**config.mk**
```make
export PLATFORM = sky130hd
export DESIGN_NAME = imem_loader_flat
export DESIGN_NICKNAME = d
export VERILOG_FILES = /design/src/rtl/imem_loader_if.sv /design/src/rtl/imem_loader.sv /design/src/flat_wrapper.sv
export SDC_FILE = /design/constraint.sdc
export NUM_CORES = 1
export LEC_CHECK = 0
export ABC_AREA = 1
export CAP_MARGIN = 20
export CORE_ASPECT_RATIO = 0.75
export CORE_UTILIZATION = 46
export CTS_CLUSTER_DIAMETER = 200
export DETAILED_ROUTE_END_ITERATION = 6
export PLACE_DENSITY = 0.86
export SYNTH_ARGS = -nofsm -noshare
export SYNTH_HDL_FRONTEND = slang
export SYNTH_SLANG_ARGS = --single-unit
```
**constraint.sdc**
```tcl
create_clock -name clk -period 5.85 [get_ports clk]
set_clock_uncertainty 0.15 [all_clocks]
set_input_delay 1.755 -clock clk [delete_from_list [all_inputs] [get_ports clk]]
set_output_delay 1.755 -clock clk [all_outputs]
set_load 0.01 [all_outputs]
```
**src/rtl/imem_loader_if.sv**
```systemverilog
// Byte-stream input and instruction-memory write port of the boot loader.
// The loader takes the slave view; the host/memory side takes the master view.
interface imem_loader_if #(
  parameter int AW         = 12,
  parameter int BYTE_WIDTH = 8
);
  logic                  in_valid;
  logic [BYTE_WIDTH-1:0] in_data;
  logic                  in_ready;
  logic                  mem_we;
  logic [AW-1:0]         mem_waddr;
  logic [BYTE_WIDTH-1:0] mem_wdata;

  modport master (
    output in_valid, in_data,
    input  in_ready, mem_we, mem_waddr, mem_wdata
  );

  modport slave (
    input  in_valid, in_data,
    output in_ready, mem_we, mem_waddr, mem_wdata
  );
endinterface

```
**src/rtl/imem_loader.sv**
```systemverilog
// Boot-time loader: streams bytes into the instruction memory from base_addr,
// stalls fetch with a NOP while loading and keeps a running 8-bit checksum.
module imem_loader #(
  parameter int                    ADDR_WIDTH = 32,
  parameter int                    DATA_WIDTH = 32,
  parameter int                    BYTE_WIDTH = 8,
  parameter int                    MEM_BYTES  = 4096,
  parameter logic [DATA_WIDTH-1:0] NOP_INSTR  = 32'h00000013,
  parameter int                    AW         = $clog2(MEM_BYTES)
) (
  input  logic                  clk,
  input  logic                  rst_n,
  input  logic                  start_i,
  input  logic [AW-1:0]         base_addr_i,
  input  logic [AW:0]           load_len_i,
  imem_loader_if.slave          bus,
  input  logic [ADDR_WIDTH-1:0] cpu_pc_i,
  output logic [ADDR_WIDTH-1:0] mem_raddr_o,
  input  logic [DATA_WIDTH-1:0] mem_rdata_i,
  output logic [DATA_WIDTH-1:0] cpu_instr_o,
  output logic                  cpu_stall_o,
  output logic                  busy_o,
  output logic                  done_o,
  output logic                  err_o,
  output logic [BYTE_WIDTH-1:0] checksum_o
);

  localparam int          LW      = AW + 1;
  localparam logic [AW:0] MAX_LEN = LW'(MEM_BYTES);

  typedef enum logic [1:0] {
    S_IDLE,
    S_LOAD,
    S_WRITE_LAST,
    S_DONE
  } state_t;

  state_t                state_q, state_d;
  logic [AW-1:0]         base_q, base_d;
  logic [AW:0]           len_q, len_d;
  logic [AW:0]           count_q, count_d;
  logic [BYTE_WIDTH-1:0] csum_q, csum_d;
  logic                  we_q, we_d;
  logic [AW-1:0]         waddr_q, waddr_d;
  logic [BYTE_WIDTH-1:0] wdata_q, wdata_d;
  logic                  err_q, err_d;
  logic                  hs;

  assign hs = bus.in_valid && (state_q == S_LOAD);

  always_ff @(posedge clk or negedge rst_n) begin
    if (!rst_n) begin
      state_q <= S_IDLE;
      base_q  <= '0;
      len_q   <= '0;
      count_q <= '0;
      csum_q  <= '0;
      we_q    <= 1'b0;
      waddr_q <= '0;
      wdata_q <= '0;
      err_q   <= 1'b0;
    end else begin
      state_q <= state_d;
      base_q  <= base_d;
      len_q   <= len_d;
      count_q <= count_d;
      csum_q  <= csum_d;
      we_q    <= we_d;
      waddr_q <= waddr_d;
      wdata_q <= wdata_d;
      err_q   <= err_d;
    end
  end

  always_comb begin
    state_d = state_q;
    base_d  = base_q;
    len_d   = len_q;
    count_d = count_q;
    csum_d  = csum_q;
    we_d    = 1'b0;
    waddr_d = waddr_q;
    wdata_d = wdata_q;
    err_d   = 1'b0;
    case (state_q)
      S_IDLE: begin
        if (start_i) begin
          if (load_len_i > MAX_LEN) begin
            err_d = 1'b1;
          end else begin
            base_d  = base_addr_i;
            len_d   = load_len_i;
            count_d = '0;
            csum_d  = '0;
            state_d = (load_len_i == '0) ? S_DONE : S_LOAD;
          end
        end
      end
      S_LOAD: begin
        if (hs) begin
          // address wraps naturally at the AW-bit boundary
          we_d    = 1'b1;
          waddr_d = base_q + count_q[AW-1:0];
          wdata_d = bus.in_data;
          count_d = count_q + 1'b1;
          csum_d  = csum_q + bus.in_data;
          if (count_d == len_q) state_d = S_WRITE_LAST;
        end
      end
      S_WRITE_LAST: state_d = S_DONE;
      S_DONE:       state_d = S_IDLE;
      default:      state_d = S_IDLE;
    endcase
  end

  assign bus.in_ready  = (state_q == S_LOAD);
  assign bus.mem_we    = we_q;
  assign bus.mem_waddr = waddr_q;
  assign bus.mem_wdata = wdata_q;

  assign busy_o      = (state_q == S_LOAD) || (state_q == S_WRITE_LAST);
  assign cpu_stall_o = busy_o;
  assign done_o      = (state_q == S_DONE);
  assign err_o       = err_q;
  assign checksum_o  = csum_q;

  assign mem_raddr_o = cpu_pc_i;
  assign cpu_instr_o = busy_o ? NOP_INSTR : mem_rdata_i;

endmodule

```
**src/flat_wrapper.sv**
```systemverilog
// flat-port wrapper written by rule: the top's interface ports become plain ports
module imem_loader_flat 
#(
  parameter int                    ADDR_WIDTH = 32,
  parameter int                    DATA_WIDTH = 32,
  parameter int                    BYTE_WIDTH = 8,
  parameter int                    MEM_BYTES  = 4096,
  parameter logic [DATA_WIDTH-1:0] NOP_INSTR  = 32'h00000013,
  parameter int                    AW         = $clog2(MEM_BYTES)
)
  (clk, rst_n, start_i, base_addr_i, load_len_i, cpu_pc_i, mem_raddr_o, mem_rdata_i, cpu_instr_o, cpu_stall_o, busy_o, done_o, err_o, checksum_o, bus_in_valid, bus_in_data, bus_in_ready, bus_mem_we, bus_mem_waddr, bus_mem_wdata);
  imem_loader_if #(.AW(AW), .BYTE_WIDTH(BYTE_WIDTH)) bus_i ();
  input  logic clk;
  input  logic rst_n;
  input  logic start_i;
  input  logic [AW-1:0] base_addr_i;
  input  logic [AW:0] load_len_i;
  input  logic [ADDR_WIDTH-1:0] cpu_pc_i;
  output logic [ADDR_WIDTH-1:0] mem_raddr_o;
  input  logic [DATA_WIDTH-1:0] mem_rdata_i;
  output logic [DATA_WIDTH-1:0] cpu_instr_o;
  output logic cpu_stall_o;
  output logic busy_o;
  output logic done_o;
  output logic err_o;
  output logic [BYTE_WIDTH-1:0] checksum_o;
  input wire logic [$bits(bus_i.in_valid)-1:0] bus_in_valid;
  input wire logic [$bits(bus_i.in_data)-1:0] bus_in_data;
  output wire logic [$bits(bus_i.in_ready)-1:0] bus_in_ready;
  output wire logic [$bits(bus_i.mem_we)-1:0] bus_mem_we;
  output wire logic [$bits(bus_i.mem_waddr)-1:0] bus_mem_waddr;
  output wire logic [$bits(bus_i.mem_wdata)-1:0] bus_mem_wdata;
  assign bus_i.in_valid = bus_in_valid;
  assign bus_i.in_data = bus_in_data;
  assign bus_in_ready = bus_i.in_ready;
  assign bus_mem_we = bus_i.mem_we;
  assign bus_mem_waddr = bus_i.mem_waddr;
  assign bus_mem_wdata = bus_i.mem_wdata;
  imem_loader #(.ADDR_WIDTH(ADDR_WIDTH), .DATA_WIDTH(DATA_WIDTH), .BYTE_WIDTH(BYTE_WIDTH), .MEM_BYTES(MEM_BYTES), .NOP_INSTR(NOP_INSTR), .AW(AW)) u_core (.clk(clk), .rst_n(rst_n), .start_i(start_i), .base_addr_i(base_addr_i), .load_len_i(load_len_i), .bus(bus_i), .cpu_pc_i(cpu_pc_i), .mem_raddr_o(mem_raddr_o), .mem_rdata_i(mem_rdata_i), .cpu_instr_o(cpu_instr_o), .cpu_stall_o(cpu_stall_o), .busy_o(busy_o), .done_o(done_o), .err_o(err_o), .checksum_o(checksum_o));
endmodule
```
==> results of run 1 <==
-- sequential cells by signal, summed over array words and instances, names as in the netlist, 2 cells and up --
name                  cells
u_core.checksum_o         8
u_core.base_q            12
u_core.bus.mem_waddr     12
u_core.bus.mem_wdata      8
u_core.state_q            2
u_core.count_q           13
u_core.len_q             13
-- power groups by stage --
stage | sequential [uW] | clock [uW] | combinational, uW
after floorplan | 809 | 0 | 759
after global placement | 798 | 0 | 1340
after detailed placement | 807 | 0 | 1370
after CTS | 800 | 613 | 1390
after global routing | 825 | 631 | 1520
final | 803 | 607 | 1380
-- area by class of cell --
class                      instances  area (um^2)  area share
inverter                          81          304      0.0498
tap                              132          165      0.0270
multi-input combinational        409         2200       0.360
clock buffer                      13          270      0.0443
timing repair buffer             136         1350       0.221
sequential                        70         1750       0.287
clock inverter                     3         65.1      0.0107
-- critical path: cells and delay by family --
| kind | cells | cell delay (ns) |
|---|---|---|
| buffers and inverters | 3 | 1.09 |
| AND/OR/NAND/NOR | 1 | 0.19 |
-- cells in the final DEF (no fill, tap or decap), drive strengths merged --
| cell | n |
|---|---|
| inv | 79 |
| bufinv | 2 |
| nor3 | 4 |
| xor3 | 1 |
| o21ba | 1 |
| clkdlybuf4s50 | 133 |
| xnor2 | 2 |
| xor2 | 8 |
| buf | 3 |
| a31oi | 4 |
| or2 | 6 |
| nand4 | 8 |
| nor2 | 78 |
| o211ai | 1 |
| nor4 | 1 |
| o31ai | 2 |
| o21ai | 37 |
| o22ai | 8 |
| clkbuf | 13 |
| a21oi | 22 |
| mux2 | 12 |
| nand3b | 3 |
| nand3 | 26 |
| ha | 23 |
| o311ai | 1 |
| a21o | 2 |
| dfrtp | 70 |
| nand2 | 157 |
| clkinv | 3 |
| fa | 2 |
-- metal layers --
metal / GRT usage / vias up / routed length (um)
met5: 0 / - / 0
met4: 0.0840 / 0 / 186
met3: 0.0932 / 16 / 1000
met2: 0.422 / 185 / 6080
met1: 0.304 / 1983 / 5480
li1: - / 2102 / -
-- kinds of logic (layout without fill, tap and decap cells) --
logic type,count (synthesis),in the layout,synth area share
buf+inv,127,233,0.134
flops,70,70,0.384
simple gates,283,283,0.263
fa+ha+maj,25,25,0.0719
xor+xnor,11,11,0.0244
mux,12,12,0.0296
compound gates,78,78,0.0935
-- per-stage QoR --
stage | power, uW | cell area (um^2) | util | instances | hold WS (ns)
2_1_floorplan | 1570 | 4560 | - | 606 | 0.303
3_3_place_gp | 2140 | 5770 | 0.598 | 828 | 0.316
3_5_place_dp | 2170 | 5770 | 0.598 | 828 | 0.321
4_1_cts | 2800 | 6110 | 0.632 | 844 | 0.334
5_1_grt | 2980 | 6110 | 0.632 | 844 | 0.346
6_report | 2790 | 6110 | 0.632 | 844 | 0.334
-- how the worst max path moves through the flow --
stage                    start         endpoint  slack, ns  cells after the start
2_1_floorplan   mem_rdata_i[0]   cpu_instr_o[0]       1.90                      1
3_3_place_gp   mem_rdata_i[12]  cpu_instr_o[12]       0.86                      4
3_5_place_dp   mem_rdata_i[12]  cpu_instr_o[12]       0.87                      4
4_1_cts        mem_rdata_i[12]  cpu_instr_o[12]       0.87                      4
5_1_grt        mem_rdata_i[21]  cpu_instr_o[21]       0.86                      4
6_report       mem_rdata_i[12]  cpu_instr_o[12]       0.91                      4
==> impl_metrics.toml, run 1 <==
[yosys]
yosysMostFrequentCell = "nand2_1"
synth_fp_nets = 732
synth_area_leader_cell = "dfrtp_1"
synth-edff-count = 0
avgSynthCellArea_um2 = 7.53
yosys-top-cells-count = "nand2_1 (153), inv_1 (78), nor2_1 (73)"
yosysSeqAreaShare = 0.384
synth_cell_type_count = 37
postSynthRegisterBits = 70
synth_top_area_share = 0.384
ys_top_cells_by_area = "dfrtp_1 (38%), nand2_1 (13%), inv_1 (6.4%)"
synthCells = 606
async_flop_share = 1.00
yosysWarnings = 0
synth_ff_type = "dfrtp_1"
netlist_area_um2 = 4560

[critical_path]
r2r-end = "u_core.bus.mem_waddr[5]"
critPathMaxFanout = 1
cp-start-kind = "input port"
r2r_cells = 6
endpoint_kind = "output pin"
r2r_setup_slack_ns = 3.26
r2r-start = "u_core.state_q[1]"
slowest_stage = "clkdlybuf4s50_1"
path_common_cell = "clkdlybuf4s50_1"
path_class = "in2out"
slowest_delay_ns = 0.59
required_ns = 3.94
arrival_ns = 3.04
crit_chain = "clkdlybuf4s50_1, inv_1, nor2_1, clkdlybuf4s50_1"

[clocking]
clockBufferDepth = 2
clk_latency_ns = 0.33
cts_tree = "built"
cts_resized = 0
path_clk_slew_ns = 0.06
clock-root-buffer = "clkbuf_16"
ctsHtreeMaxLevel = 3
cts_setup_buffers = 0
hold_buffers = 0
cts_made_buffers = 9
cts_sinks = 70

[placement]
gp_congestion = 0.908
port_buffers = 134
dp_slack_ns = 0.868
hpwl_mm = 9.82

[timing]
finalSetupViolations = 0
hold_violations = 0
rsz0062_at_grt = "false"
post-route-period-util = 0.845
worst_pin_slew_ns = 0.964
drv_slew = 0
max_freq_mhz = 202
layout_setup_ws_ns = 0.907
finalSetupTns_ns = 0
maxSlewHeadroom = 0.358
fin_crit_ns = 4.94

[finish]
fin_nets = 833
nFillCells = 797
diodes = 0
drive_above_1_share = 0.0688
area_growth_pct = 33.9

[pwr]
leakage_uw = 0.00296
internal_power_uw = 1740
p_sw_uw = 1060
pwr-share-clk = 0.217
swShare = 0.379
peakVddDrop_mv = 0.262
pwr-share-seq = 0.288
power.density_nw_per_um2 = 458
comb_power_share = 0.495

[routing]
vias = 4286
postRouteAntennaNets = 0
drcViolationCount = 0
drt_iter0_markers = 282
wl_per_cell_um = 15.1
drt-pass1-iter-count = 5
vias_per_cell = 5.08
wl_mm = 12.7

[global_route]
grt_max_degree = 40
grt_pass1_wl_mm = 19.6
grt.overflow.total = 0
grt_pass1_vias = 4106
antenna_found_initial = 0
track_usage = 0.253

[hold_path]
hold_end = "u_core.bus.mem_wdata[6]"
holdCritPathClass = "reg2reg"
whs_path_depth = 2
hp-start = "u_core.bus.mem_wdata[6]"

[run]
drv_cap = 0

[floorplanning]
die_area_um2 = 10300
die_w_um = 117
std_cell_rows = 31
core_um2 = 9660
ios = 199
die_h_um = 88.2
start_util = 0.472

[run_status]
outcome = "finished, final reports clean"
Power figures use the tool's default switching activity.
==> inputs of run 2 (changes only) <==
Settings changed: CORE_UTILIZATION 46 to 43, PLACE_DENSITY 0.86 to 0.82.
Clock period 5.85 ns to 5.1 ns, I/O delays scaled along.
==> impl_metrics.toml, run 2 (same netlist as run 1, synthesis figures left out) <==
[floorplanning]
die_w_um = 121
ios = 199
std_cell_rows = 32
start_util = 0.443
die_area_um2 = 11000
core_um2 = 10300
die_h_um = 91.2

[pwr]
peakVddDrop_mv = 0.340
leakage_uw = 0.00296
power.density_nw_per_um2 = 517

[routing]
postRouteAntennaNets = 0
met3_length_um = 889
drcViolationCount = 0
vias = 4263
wl_mm = 11.9
wl_per_cell_um = 14.1
wl_met1_mm = 5.38
wl_met2_mm = 5.47
top_layer = "met4"
drt_iter0_markers = 197
vias_per_cell = 5.03
drt-pass1-iter-count = 5

[finish]
area_growth_pct = 33.9
diodes = 0
drive_above_1_share = 0.0702
nFillCells = 918
final_common_cell = "nand2_1"
final_cell_mix = "nand2_1 (153), clkdlybuf4s50_1 (133), inv_1 (78), nor2_1 (73), dfrtp_1 (70)"
top_regs = "u_core.count_q: 13 flops, u_core.len_q: 13 flops"
final_area_um2 = 6110
fin_nets = 834

[timing]
rsz0062_at_grt = "false"
maxSlewHeadroom = 0.450
max_freq_mhz = 228
finalSetupViolations = 0
drv_slew = 0
fin_crit_ns = 4.39
hold_violations = 0
post-route-period-util = 0.861
worst_pin_slew_ns = 0.823
finalSetupTns_ns = 0

[global_route]
grt_pass1_wl_mm = 19.5
grt.overflow.total = 0
grt_pass1_vias = 4110
track_usage = 0.228
grt_max_degree = 39
antenna_found_initial = 0

[critical_path]
r2r-start = "u_core.state_q[1]"
path_delay_family = "buffers and inverters"
required_ns = 3.42
crit_chain = "clkdlybuf4s50_1, or2_2, clkdlybuf4s50_1"
cp-start-kind = "input port"
arrival_ns = 2.71
r2r_setup_slack_ns = 2.48
endpoint = "cpu_instr_o[4]"
endpoint_kind = "output pin"
crit_cells = 3
path_class = "in2out"
slowest_stage = "clkdlybuf4s50_1"
path_common_cell = "clkdlybuf4s50_1"
critPathMaxFanout = 1
crit_buf_inv = 2
r2r_cells = 6
crit_start = "mem_rdata_i[4]"
slowest_delay_ns = 0.49
r2r-end = "u_core.bus.mem_waddr[2]"

[placement]
hpwl_mm = 9.20
postPlaceCellArea_um2 = 5780
port_buffers = 134
gp_congestion = 0.897

[clocking]
hold_buffers = 0
cts_tree = "built"
cts_sinks = 70
clk_latency_ns = 0.34
ctsHtreeMaxLevel = 3
clock-root-buffer = "clkbuf_16"
cts_setup_buffers = 0
path_clk_slew_ns = 0.05
cts_resized = 0
cts_made_buffers = 9
clockBufferDepth = 2

[run]
drv_cap = 0

[run_status]
outcome = "finished, final reports clean"

[hold_path]
holdCritPathClass = "reg2reg"
run 2: cell types whose count changed in the layout (fill, tap and decap cells not counted), sizes merged:
| cell | before | now |
|---|---|---|
| buf | 3 | 4 |
| clkinv | 3 | 4 |
| clkbuf | 13 | 11 |
run 2: cell type report:
cell class	count	area, um^2	area share
Multi-Input combinational cell	409	2200	0.360
Tap cell	136	170	0.0279
Timing Repair Buffer	137	1360	0.222
Sequential cell	70	1750	0.287
Inverter	81	304	0.0498
Clock buffer	11	253	0.0414
Clock inverter	4	70.1	0.0115
run 2: through the flow:
step / worst slack, ns / utilization / instances / power, uW / hold WS, ns
floorplan: 1.60 / - / 606 / 1800 / 0.303
global placement: 0.687 / 0.562 / 833 / 2440 / 0.316
detailed placement: 0.704 / 0.562 / 833 / 2470 / 0.314
CTS: 0.690 / 0.594 / 848 / 3180 / 0.329
global route: 0.648 / 0.594 / 848 / 3380 / 0.355
finish: 0.706 / 0.594 / 848 / 3160 / 0.327
run 2: report_power, final:
group | total (uW) | internal, uW | switching [uW]
logic | 1560 | 765 | 793
registers | 917 | 766 | 152
clock network | 684 | 450 | 234
total | 3160 | 1980 | 1180
run 2: worst min path at each step:
stage                             from  slack (ns)                      end  depth (start not counted)
2_1_floorplan          u_core.len_q[5]        0.30          u_core.len_q[5]                          2
3_3_place_gp   u_core.bus.mem_wdata[5]        0.32  u_core.bus.mem_wdata[5]                          2
3_5_place_dp   u_core.bus.mem_wdata[7]        0.31  u_core.bus.mem_wdata[7]                          2
4_1_cts        u_core.bus.mem_wdata[7]        0.33  u_core.bus.mem_wdata[7]                          2
5_1_grt        u_core.bus.mem_wdata[6]        0.36  u_core.bus.mem_wdata[6]                          2
6_report       u_core.bus.mem_wdata[7]        0.33  u_core.bus.mem_wdata[7]                          2
run 2: worst min-delay path: stages (launching register included):
cell and delay, ns:
dfrtp_1 0.34, nand2_1 0.05, nand2_1 0.05
run 2: per-layer routing:
layer / up-vias / GRT usage
met2: 155 / 0.366
met1: 1982 / 0.287
li1: 2103 / -
met4: 0 / 0.0669
met5: - / 0
met3: 23 / 0.0804
